--- src/rtl/grant_dispatch_pkg.sv ---
// Shared types and helpers for the grant dispatcher: FSM state encoding,
// source index constants and the one-hot grant decoder.
package grant_dispatch_pkg;

   typedef enum logic [1:0] {
      ST_IDLE     = 2'd0,
      ST_SEND     = 2'd1,
      ST_WAIT_REL = 2'd2
   } state_t;

   localparam logic [1:0] SRC0 = 2'd0;
   localparam logic [1:0] SRC1 = 2'd1;
   localparam logic [1:0] SRC2 = 2'd2;

   typedef struct packed {
      logic       valid;
      logic [1:0] idx;
   } onehot_t;

   // valid is set only for exactly one bit high; idx is meaningful only then
   function automatic onehot_t onehot3(input logic [2:0] g);
      onehot_t r;
      r.valid = 1'b0;
      r.idx   = SRC0;
      case (g)
         3'b001: begin r.valid = 1'b1; r.idx = SRC0; end
         3'b010: begin r.valid = 1'b1; r.idx = SRC1; end
         3'b100: begin r.valid = 1'b1; r.idx = SRC2; end
         default: begin r.valid = 1'b0; r.idx = SRC0; end
      endcase
      return r;
   endfunction

endpackage

--- src/rtl/dispatch_watchdog.sv ---
// Stall watchdog: counts consecutive stalled SEND cycles and flags the
// stalled cycle that reaches TIMEOUT so the dispatcher can abort.
module dispatch_watchdog #(
   parameter int TIMEOUT = 16
) (
   input  logic clk,
   input  logic res_n,
   input  logic clear,
   input  logic stall,
   output logic expire
);

   localparam logic [7:0] LIMIT = 8'(TIMEOUT - 1);

   logic [7:0] count_q;
   logic [7:0] count_d;

   // Next count: cleared outside SEND, saturating increment on each stall
   always_comb begin
      count_d = count_q;
      if (clear) begin
         count_d = 8'd0;
      end else if (stall && (count_q != 8'hFF)) begin
         count_d = count_q + 8'd1;
      end else begin
         count_d = count_q;
      end
   end

   // Counter register
   always_ff @(posedge clk or negedge res_n) begin
      if (!res_n) begin
         count_q <= 8'd0;
      end else begin
         count_q <= count_d;
      end
   end

   // This stall is the TIMEOUT-th in a row; a ready cycle never expires
   assign expire = stall && !clear && (count_q == LIMIT);

endmodule

--- src/rtl/grant_dispatch.sv ---
// Captures the word of the one-hot granted requester and delivers it on a
// valid/ready bus, pulsing a per-requester done or a timeout error.
module grant_dispatch #(
   parameter int DATA_W  = 8,
   parameter int TIMEOUT = 16
) (
   input  logic              clk,
   input  logic              res_n,
   input  logic              grant0,
   input  logic              grant1,
   input  logic              grant2,
   input  logic [DATA_W-1:0] data0,
   input  logic [DATA_W-1:0] data1,
   input  logic [DATA_W-1:0] data2,
   input  logic              bus_ready,
   output logic              bus_valid,
   output logic [DATA_W-1:0] bus_data,
   output logic [1:0]        bus_src,
   output logic              done0,
   output logic              done1,
   output logic              done2,
   output logic              err_timeout,
   output logic              err_grant
);

   import grant_dispatch_pkg::*;

   state_t            state_q,       state_d;
   logic              bus_valid_q,   bus_valid_d;
   logic [DATA_W-1:0] bus_data_q,    bus_data_d;
   logic [1:0]        bus_src_q,     bus_src_d;
   logic [2:0]        done_q,        done_d;
   logic              err_timeout_q, err_timeout_d;
   logic              err_grant_q,   err_grant_d;

   logic [2:0]        grant_s;
   onehot_t           sel_s;
   logic [DATA_W-1:0] sel_data_s;
   logic              released_s;
   logic              wd_clear_s;
   logic              wd_stall_s;
   logic              wd_expire_s;

   assign grant_s    = {grant2, grant1, grant0};
   assign sel_s      = onehot3(grant_s);
   assign wd_clear_s = (state_q != ST_SEND);
   assign wd_stall_s = (state_q == ST_SEND) && !bus_ready;

   dispatch_watchdog #(
      .TIMEOUT (TIMEOUT)
   ) u_watchdog (
      .clk    (clk),
      .res_n  (res_n),
      .clear  (wd_clear_s),
      .stall  (wd_stall_s),
      .expire (wd_expire_s)
   );

   // Data mux for the single granted requester
   always_comb begin
      sel_data_s = data0;
      case (sel_s.idx)
         SRC1:    sel_data_s = data1;
         SRC2:    sel_data_s = data2;
         default: sel_data_s = data0;
      endcase
   end

   // Has the requester we just served dropped its grant?
   always_comb begin
      released_s = 1'b1;
      case (bus_src_q)
         SRC0:    released_s = !grant0;
         SRC1:    released_s = !grant1;
         SRC2:    released_s = !grant2;
         default: released_s = 1'b1;
      endcase
   end

   // Next-state and registered-output logic
   always_comb begin
      state_d       = state_q;
      bus_valid_d   = bus_valid_q;
      bus_data_d    = bus_data_q;
      bus_src_d     = bus_src_q;
      done_d        = 3'b000;
      err_timeout_d = 1'b0;
      err_grant_d   = err_grant_q;
      case (state_q)
         ST_IDLE: begin
            if (sel_s.valid) begin
               bus_data_d  = sel_data_s;
               bus_src_d   = sel_s.idx;
               bus_valid_d = 1'b1;
               state_d     = ST_SEND;
            end else if (grant_s != 3'b000) begin
               err_grant_d = 1'b1;
            end else begin
               state_d = ST_IDLE;
            end
         end
         ST_SEND: begin
            // Ready is checked first so a handshake on the final allowed cycle wins
            if (bus_ready) begin
               bus_valid_d = 1'b0;
               done_d      = 3'b001 << bus_src_q;
               state_d     = ST_WAIT_REL;
            end else if (wd_expire_s) begin
               bus_valid_d   = 1'b0;
               err_timeout_d = 1'b1;
               state_d       = ST_WAIT_REL;
            end else begin
               state_d = ST_SEND;
            end
         end
         ST_WAIT_REL: begin
            if (released_s) begin
               state_d = ST_IDLE;
            end else begin
               state_d = ST_WAIT_REL;
            end
         end
         default: begin
            state_d     = ST_IDLE;
            bus_valid_d = 1'b0;
         end
      endcase
   end

   // State and output registers
   always_ff @(posedge clk or negedge res_n) begin
      if (!res_n) begin
         state_q       <= ST_IDLE;
         bus_valid_q   <= 1'b0;
         bus_data_q    <= '0;
         bus_src_q     <= SRC0;
         done_q        <= 3'b000;
         err_timeout_q <= 1'b0;
         err_grant_q   <= 1'b0;
      end else begin
         state_q       <= state_d;
         bus_valid_q   <= bus_valid_d;
         bus_data_q    <= bus_data_d;
         bus_src_q     <= bus_src_d;
         done_q        <= done_d;
         err_timeout_q <= err_timeout_d;
         err_grant_q   <= err_grant_d;
      end
   end

   assign bus_valid   = bus_valid_q;
   assign bus_data    = bus_data_q;
   assign bus_src     = bus_src_q;
   assign done0       = done_q[0];
   assign done1       = done_q[1];
   assign done2       = done_q[2];
   assign err_timeout = err_timeout_q;
   assign err_grant   = err_grant_q;

endmodule

--- config.mk ---
export PLATFORM = sky130hd
export DESIGN_NAME = grant_dispatch
export DESIGN_NICKNAME = d
export VERILOG_FILES = /design/src/rtl/grant_dispatch_pkg.sv /design/src/rtl/dispatch_watchdog.sv /design/src/rtl/grant_dispatch.sv
export SDC_FILE = /design/constraint.sdc
export NUM_CORES = 1
export LEC_CHECK = 0
export CAP_MARGIN = 25
export CORE_MARGIN = 2
export CORE_UTILIZATION = 56
export DETAILED_ROUTE_END_ITERATION = 6
export DONT_BUFFER_PORTS = 1
export PLACE_DENSITY_LB_ADDON = 0.08
export SETUP_SLACK_MARGIN = 0.3
export SLEW_MARGIN = 30
export SYNTH_ARGS = -nofsm -noshare
export SYNTH_HDL_FRONTEND = slang
export SYNTH_SLANG_ARGS = --single-unit
export TNS_END_PERCENT = 100
--- constraint.sdc ---
create_clock -name clk -period 1.55 [get_ports clk]
set_input_delay 0.3875 -clock clk [delete_from_list [all_inputs] [get_ports clk]]
set_output_delay 0.3875 -clock clk [all_outputs]
set_load 0.05 [all_outputs]
==> flow_summary.yaml, run 1 <==
status:
  status: "finished clean"
route:
  firstDrtPassIters: 4
  drt-total-wl_mm: 4.15
  first_iter_violations: 68
  routedWlPerCell_um: 17.8
  routed_via_density: 6.54
  final_antenna_net_count: 0
  drc_errors: 0
  vias: 1524
global_routing:
  grt_usage_pct: 24.0
  grt_max_degree: 40
  overflow: 0
  grt_pass1_vias: 1429
  grt_first_pass_wirelength_mm: 6.61
  antenna_found_initial: 0
timing:
  setup_tns_ns: 0
  min_period_ns: 1.46
  rsz0062_at_grt: "yes"
  tightestPinTransition_ns: 0.631
  max_freq_mhz: 686
  period_share_pct: 94.0
  setup_viol: 0
  finalHoldViolations: 0
  slew_violations: 0
  slew_headroom_pct: 57.8
  skew_ns: 0.00571
yosys:
  yosysUniqueCellTypes: 44
  synth_edf_count: 0
  synthTopCellsByCount: "dfrtp_1, nand2_1, nor3_1"
  synth-async-reset-ratio_pct: 100
  synth_seq_area_share_pct: 38.2
  synth_cells: 185
  yosys.area.top_type: "dfrtp_1"
  synth_ff_type: "dfrtp_1"
  syn_nets: 216
  syn-cell-area_um2: 1700
  synth_warnings: 0
  yosys.area.top_type_share_pct: 38.2
  avgSynthCellArea_um2: 9.21
  synthTopCellsByArea: "dfrtp_1, o32a_1, nor3b_1, o21bai_1, o32ai_1"
  synth-seq-cells: 26
  yosysMostFrequentCell: "dfrtp_1"
clocking:
  clk_path_buf_depth: 2
  cts_tree: "built"
  clockRootBuffer: "clkbuf_4"
  clk_pin_slew_ns: 0.15
  cts_sinks: 26
  cts_buffers: 3
  cts_max_level: 1
  worstSkewPairLatency_ns: 0.31
worst_setup_path:
  criticalPathCategory: "flop to flop"
  crit_slowest_cell: "or4b_4"
  crit_chain: "or4b_4 > nor4_1"
  max_stage_delay_ns: 0.57
  cp-start-kind: "flop"
  worstPathArrival_ns: 1.65
  cp.required_ns: 1.74
  path_max_fanout: 4
  end_kind: "flop"
place:
  post-place-cells: 212
  io_buffers: 0
  globalplace.congestion: 0.782
  dp_hpwl_mm: 2.65
floorplan:
  start_util_pct: 57.2
  die_w_um: 59.2
  fp-row-count: 20
  boundaryPins: 46
  die_area_um2: 3500
  die_h_um: 59.2
  core-area_um2: 2980
cells_and_area:
  area_growth_syn_to_layout_pct: 16.3
  n_antenna_cell: 0
  nNetsFinal: 232
  finalNonFillerCells: 233
  drive_above_1_share_pct: 28.5
  num-fill-cells: 250
  seqCellArea_um2: 671
  multi_input_area_um2: 973
power:
  comb_power_share_pct: 36.1
  p_leak_nw: 0.789
  p_seq_share_pct: 48.5
  internal_power_w: 0.00166
  netSwitchingPower_w: 0.00134
  p_clk_share_pct: 15.5
  swShare_pct: 44.6
  power.density_nw_per_um2: 1510
  peakVddDrop_uv: 732
job:
  cap_violations: 0
min_path:
  hold_path.class: "input pin to flop"
## final timing paths
kind	slack, ns	endpoint	cells past startpoint	startpoint
max in group asynchronous	0.89	bus_data[4]$_DFFE_PN0P_	2	res_n
min in group asynchronous	0.48	err_timeout$_DFF_PN0_	2	res_n
hold reg to reg	0.53	u_watchdog.count_q[3]$_DFFE_PN0P_	1	u_watchdog.count_q[3]$_DFFE_PN0P_
setup / recovery	0.09	err_timeout$_DFF_PN0_	2	u_watchdog.count_q[5]$_DFFE_PN0P_
hold / removal	0.15	bus_src[0]$_DFFE_PN0P_	1	grant2
setup reg to reg	0.09	err_timeout$_DFF_PN0_	2	u_watchdog.count_q[5]$_DFFE_PN0P_
## worst max-delay path: cells and delay by family (launching register included)
family,cells,cell delay [ns]
AND/OR/NAND/NOR,2,0.88
flip-flops,1,0.45
## power by group through the flow
stage	Sequential (W)	Clock (W)	Combinational [W]
final	0.00145	0.000464	0.00108
after global routing	0.00148	0.000504	0.00120
after CTS	0.00144	0.000477	0.00101
after detailed placement	0.00145	0	0.000852
after global placement	0.00145	0	0.000827
after floorplan	0.00151	0	0.000610
## per-layer routing
layer  wire length [um]  global-route usage (%)
met1               1850                    33.9
met2               2040                    37.9
met3                242                    5.68
met4                 19                    4.55
met5                  0                       0
## final cells by class
cell class / count / share of cell area (%)
Clock buffer: 3 / 1.14
Clock inverter: 1 / 1.52
Inverter: 11 / 2.08
Multi-Input combinational cell: 135 / 49.1
Sequential cell: 26 / 33.8
Tap cell: 33 / 2.08
Timing Repair Buffer: 24 / 10.2
## registers in the layout, indices dropped and copies added (netlist names)
name,flops
bus_data,8
bus_src,2
bus_valid,1
done_q,3
err_grant,1
err_timeout,1
state_q,2
u_watchdog.count_q,8
## kinds of logic after synthesis
group | synth area share, %
adders and majority gates | 0.734
AOI/OAI and AO/OA | 23.7
buffers and inverters | 7.20
and+or+nand+nor | 27.9
xor gates and xnor gates | 0.514
muxes | 1.76
DFF | 38.2
## timing repair
action                                  CTS  global route
endpoints found under the setup margin   33            40
pin swaps                                 1             1
setup buffers                            10             5
hold buffers                              2             0
resized for setup                        21             5
hold endpoints to repair                 26             0
## cells in the final DEF, fill, tap and decap left out, types with 2 or more instances in the layout
cell type,netlist,final
or4_1,2,2
o32ai_1,8,8
inv_1,10,10
dfrtp_1,26,10
nand2_1,12,12
mux2i_1,3,3
dfrtp_2,0,16
buf_6,2,2
o21ai_1,0,2
o32a_1,8,8
nor3b_1,10,9
nand2b_1,10,10
o21bai_1,10,10
o21ai_0,5,3
buf_4,3,20
a211oi_1,2,2
nor2_1,4,3
nor2b_1,8,8
a21oi_1,8,7
nor3_1,11,11
nand3b_1,2,2
clkbuf_4,1,3
and3_1,2,2
nand3_1,9,9
## through the flow
stage / power [W] / setup WS [ns] / cell area [um2] / utilization [%] / hold slack (ns)
final: 0.00300 / 0.0928 / 1980 / 66.6 / 0.151
after CTS: 0.00293 / 0.137 / 1930 / 64.9 / 0.145
after global routing: 0.00318 / 0.0305 / 1980 / 66.6 / 0.132
after detailed placement: 0.00230 / 0.100 / 1730 / 58.1 / 0.0926
after floorplan: 0.00212 / 0.129 / 1730 / - / 0.0919
after global placement: 0.00227 / 0.157 / 1730 / 58.1 / 0.0924
Note: power is estimated with default switching activity, not from simulation.
==> inputs of run 2 (changes only) <==
MAX_ROUTING_LAYER = met4   (was default)
==> flow_summary.yaml, run 2 (same netlist as run 1, synthesis figures left out) <==
status:
  status: "finished clean"
timing:
  setup_tns_ns: 0
  slew_violations: 0
  skew_ns: 0.00647
  max_freq_mhz: 686
  finalHoldViolations: 0
  tightestPinTransition_ns: 0.628
  layout_setup_ws_ns: 0.0922
  holdWs_ns: 0.153
  slew_headroom_pct: 58.0
  min_period_ns: 1.46
  rsz0062_at_grt: "yes"
  setup_viol: 0
  period_share_pct: 94.0
route:
  routedWlPerCell_um: 17.8
  firstDrtPassIters: 4
  routed_via_density: 6.51
  drc_errors: 0
  drt-total-wl_mm: 4.14
  first_iter_violations: 65
  vias: 1517
  final_antenna_net_count: 0
min_path:
  hold_depth: 1
  min_from: "grant0"
  min_to: "bus_src[0]$_DFFE_PN0P_"
  hold_path.class: "input pin to flop"
job:
  cap_violations: 0
cells_and_area:
  finalNonFillerCells: 233
  nNetsFinal: 232
  final_common_cell: "buf_4"
  area_growth_syn_to_layout_pct: 16.3
  fin_area_um2: 1980
  final_cell_mix: "buf_4, dfrtp_2, nand2_1, nor3_1"
  n_antenna_cell: 0
  drive_above_1_share_pct: 28.5
global_routing:
  grt_usage_pct: 24.8
  overflow: 0
  grt_first_pass_wirelength_mm: 6.62
  antenna_found_initial: 0
  grt_pass1_vias: 1426
  grt_max_degree: 40
power:
  peakVddDrop_uv: 733
  netSwitchingPower_w: 0.00134
  p_leak_nw: 0.789
  swShare_pct: 44.7
  p_clk_share_pct: 15.5
  p_seq_share_pct: 48.4
  internal_power_w: 0.00166
  power.density_nw_per_um2: 1510
  comb_power_share_pct: 36.1
worst_setup_path:
  path_max_fanout: 4
  r2r.worst_path.cells: 2
  cp-start-kind: "flop"
  r2r-start: "u_watchdog.count_q[5]$_DFFE_PN0P_"
  r2r_setup_slack_ns: 0.09
  worstPathArrival_ns: 1.65
  criticalPathCategory: "flop to flop"
  r2r_end: "err_timeout$_DFF_PN0_"
  end_kind: "flop"
  cp.required_ns: 1.74
place:
  dp_hpwl_mm: 2.65
  place_area_um2: 1730
  globalplace.congestion: 0.793
  post-place-ws_ns: 0.100
  post-place-cells: 212
  io_buffers: 0
clocking:
  clk_path_buf_depth: 2
  clockRootBuffer: "clkbuf_4"
  cts_sinks: 26
  clk_pin_slew_ns: 0.15
  worstSkewPairLatency_ns: 0.31
  cts_buffers: 3
  cts_max_level: 1
  cts_tree: "built"
floorplan:
  core-area_um2: 2980
  start_util_pct: 57.2
  boundaryPins: 46
  fp-row-count: 20
  die_h_um: 59.2
  die_area_um2: 3500
  die_w_um: 59.2
[run 2: worst max-delay path by stage]
stage / start / end / cells after the start
6_report: u_watchdog.count_q[5]$_DFFE_PN0P_ / err_timeout$_DFF_PN0_ / 2
3_5_place_dp: u_watchdog.count_q[0]$_DFFE_PN0P_ / u_watchdog.count_q[6]$_DFFE_PN0P_ / 4
5_1_grt: u_watchdog.count_q[5]$_DFFE_PN0P_ / err_timeout$_DFF_PN0_ / 2
3_3_place_gp: u_watchdog.count_q[0]$_DFFE_PN0P_ / u_watchdog.count_q[6]$_DFFE_PN0P_ / 4
4_1_cts: u_watchdog.count_q[5]$_DFFE_PN0P_ / state_q[1]$_DFFE_PN0P_ / 3
2_1_floorplan: u_watchdog.count_q[0]$_DFFE_PN0P_ / u_watchdog.count_q[6]$_DFFE_PN0P_ / 4
[run 2: area by class of cell]
cell class / count / area, um2
fillers: 250 / 996
multi-input cells: 135 / 973
flip-flops and latches: 26 / 671
repair buffers: 24 / 203
inverters: 11 / 41.3
well taps: 33 / 41.3
clock inverters: 1 / 30.0
clock buffers: 3 / 22.5
[run 2: critical path: stages (launching register included)]
cell and delay [ns]:
dfrtp_1 0.45, or4b_4 0.57, nor4_1 0.31
[run 2: repair_timing]
action | in CTS | in global routing
pin swaps | 1 | 1
hold endpoints to repair | 26 | 0
endpoints found under the setup margin | 33 | 40
hold buffers | 2 | 0
resized for setup | 21 | 5
buffers inserted | 10 | 5
[run 2: stage by stage]
stage	power [W]	util (%)
after floorplan	0.00212	-
after global placement	0.00227	58.1
after detailed placement	0.00230	58.1
after CTS	0.00293	64.9
after global routing	0.00318	66.6
final	0.00300	66.6
[run 2: power groups by stage]
stage | logic, W | clock network, W | registers (W)
final | 0.00108 | 0.000464 | 0.00145
after global routing | 0.00120 | 0.000504 | 0.00148
after CTS | 0.00101 | 0.000477 | 0.00144
after floorplan | 0.000610 | 0 | 0.00151
after detailed placement | 0.000852 | 0 | 0.00145
after global placement | 0.000827 | 0 | 0.00145
[run 2: layer usage]
layer	global-route usage [%]	wire length (um)	share of wire [%]
met5	-	0	0
met4	4.55	19	0.46
met3	5.46	255	6.2
met2	37.6	2040	49
met1	34.5	1820	44
==> inputs of run 3 (changes only) <==
CORE_MARGIN = 4   (was 2)
HOLD_SLACK_MARGIN = 0.08   (was default)
==> flow_summary.yaml, run 3 (same netlist as run 1, synthesis figures left out) <==
status:
  status: "finished clean"
min_path:
  hold_path.class: "input pin to flop"
place:
  io_buffers: 0
  post-place-ws_ns: 0.0830
  post-place-cells: 210
  globalplace.congestion: 0.817
  dp_hpwl_mm: 2.86
job:
  cap_violations: 0
timing:
  skew_ns: 0.0151
  finalHoldViolations: 0
  min_period_ns: 1.48
  setup_viol: 0
  rsz0062_at_grt: "yes"
  slew_violations: 0
  layout_setup_ws_ns: 0.0693
  tightestPinTransition_ns: 0.431
  max_freq_mhz: 675
  period_share_pct: 95.5
  setup_tns_ns: 0
  holdWs_ns: 0.116
  slew_headroom_pct: 71.3
route:
  routedWlPerCell_um: 20.5
  routed_via_density: 6.95
  drt-total-wl_mm: 4.91
  final_antenna_net_count: 0
  drc_errors: 0
  firstDrtPassIters: 5
  vias: 1662
  first_iter_violations: 141
global_routing:
  antenna_found_initial: 0
  grt_first_pass_wirelength_mm: 7.26
  overflow: 0
  met3_usage_pct: 4.44
  grt-busiest-layer: "met2"
  grt_pass1_vias: 1514
  grt_usage_pct: 22.9
  met2_usage_pct: 37.5
  grt_use_met1_pct: 28.9
  grt_max_degree: 40
cells_and_area:
  final_cell_mix: "buf_4, dfrtp_2, nand2_1"
  multi_input_area_um2: 1130
  drive_above_1_share_pct: 38.9
  finalNonFillerCells: 239
  n_antenna_cell: 0
  nNetsFinal: 240
  num-fill-cells: 181
  seqCellArea_um2: 673
  final_common_cell: "buf_4"
  area_growth_syn_to_layout_pct: 29.0
floorplan:
  fp-row-count: 19
  die_w_um: 63.2
  core-area_um2: 2830
  start_util_pct: 60.2
  boundaryPins: 46
  die_h_um: 63.2
  die_area_um2: 3990
clocking:
  cts_tree: "built"
  clockRootBuffer: "clkbuf_4"
  worstSkewPairLatency_ns: 0.34
  clk_pin_slew_ns: 0.16
  cts_max_level: 1
  clk_path_buf_depth: 2
  cts_sinks: 26
  cts_buffers: 3
power:
  peakVddDrop_uv: 1070
  power.density_nw_per_um2: 1530
  p_leak_nw: 0.854
worst_setup_path:
  criticalPathCategory: "flop to flop"
  path_max_fanout: 3
  worstPathArrival_ns: 1.72
  cp-start-kind: "flop"
  end_kind: "flop"
  cp.required_ns: 1.79
==> run 3: changes by cell type in the layout (fill, tap and decap cells not counted), sizes merged <==
cell,change
buf,+6
and2b,+1
o211a,+1
==> run 3: critical path: stages (launching register included) <==
cell,delay [ns]
dfrtp_1,0.44
or4b_4,0.59
o31ai_2,0.25
a2bb2oi_1,0.11
==> run 3: metal layers <==
metal / routed length (um) / up-vias
li1: - / 740
met1: 1990 / 826
met2: 2450 / 82
met3: 384 / 14
met4: 79 / 0
met5: 0 / -
==> run 3: stage by stage <==
step / total power, W / area (um2) / util [%]
global placement: 0.00227 / 1730 / 61.1
CTS: 0.00305 / 1980 / 69.9
finish: 0.00337 / 2200 / 77.7
global route: 0.00356 / 2200 / 77.7
floorplan: 0.00212 / 1730 / -
detailed placement: 0.00231 / 1730 / 61.1
==> run 3: layout make-up <==
class                   instances  share of cell area [%]
clock buffers                   3                    1.02
inverters                      11                    1.88
repair buffers                 30                    12.0
flip-flops and latches         26                    30.6
well taps                      31                    1.76
clock inverters                 1                    1.37
multi-input cells             137                    51.4
==> run 3: path summary, 6_finish.rpt <==
path,startpoint,end,slack [ns],depth (start not counted)
max,u_watchdog.count_q[4]$_DFFE_PN0P_,bus_valid$_DFFE_PN0P_,0.07,3
min,grant0,bus_src[0]$_DFFE_PN0P_,0.12,1
max reg2reg,u_watchdog.count_q[4]$_DFFE_PN0P_,bus_valid$_DFFE_PN0P_,0.07,3
min reg2reg,u_watchdog.count_q[3]$_DFFE_PN0P_,u_watchdog.count_q[3]$_DFFE_PN0P_,0.59,1
max in group asynchronous,res_n,bus_data[0]$_DFFE_PN0P_,0.91,2
min in group asynchronous,res_n,done_q[0]$_DFF_PN0_,0.46,2
==> run 3: report_power, final <==
| group | leakage, nW | internal, W | switching [W] | total [W] |
|---|---|---|---|---|
| registers | 0.313 | 0.000888 | 0.000585 | 0.00147 |
| logic | 0.513 | 0.000714 | 0.000705 | 0.00142 |
| clock network | 0.0279 | 0.000262 | 0.000219 | 0.000481 |
==> run 3: timing repair <==
item,4_1_cts,5_1_grt
hold endpoints to repair,26,0
hold buffers,2,0
setup buffers,13,8
pin swaps,3,6
gates cloned,0,2
resized for setup,30,27
setup endpoints to repair,34,39
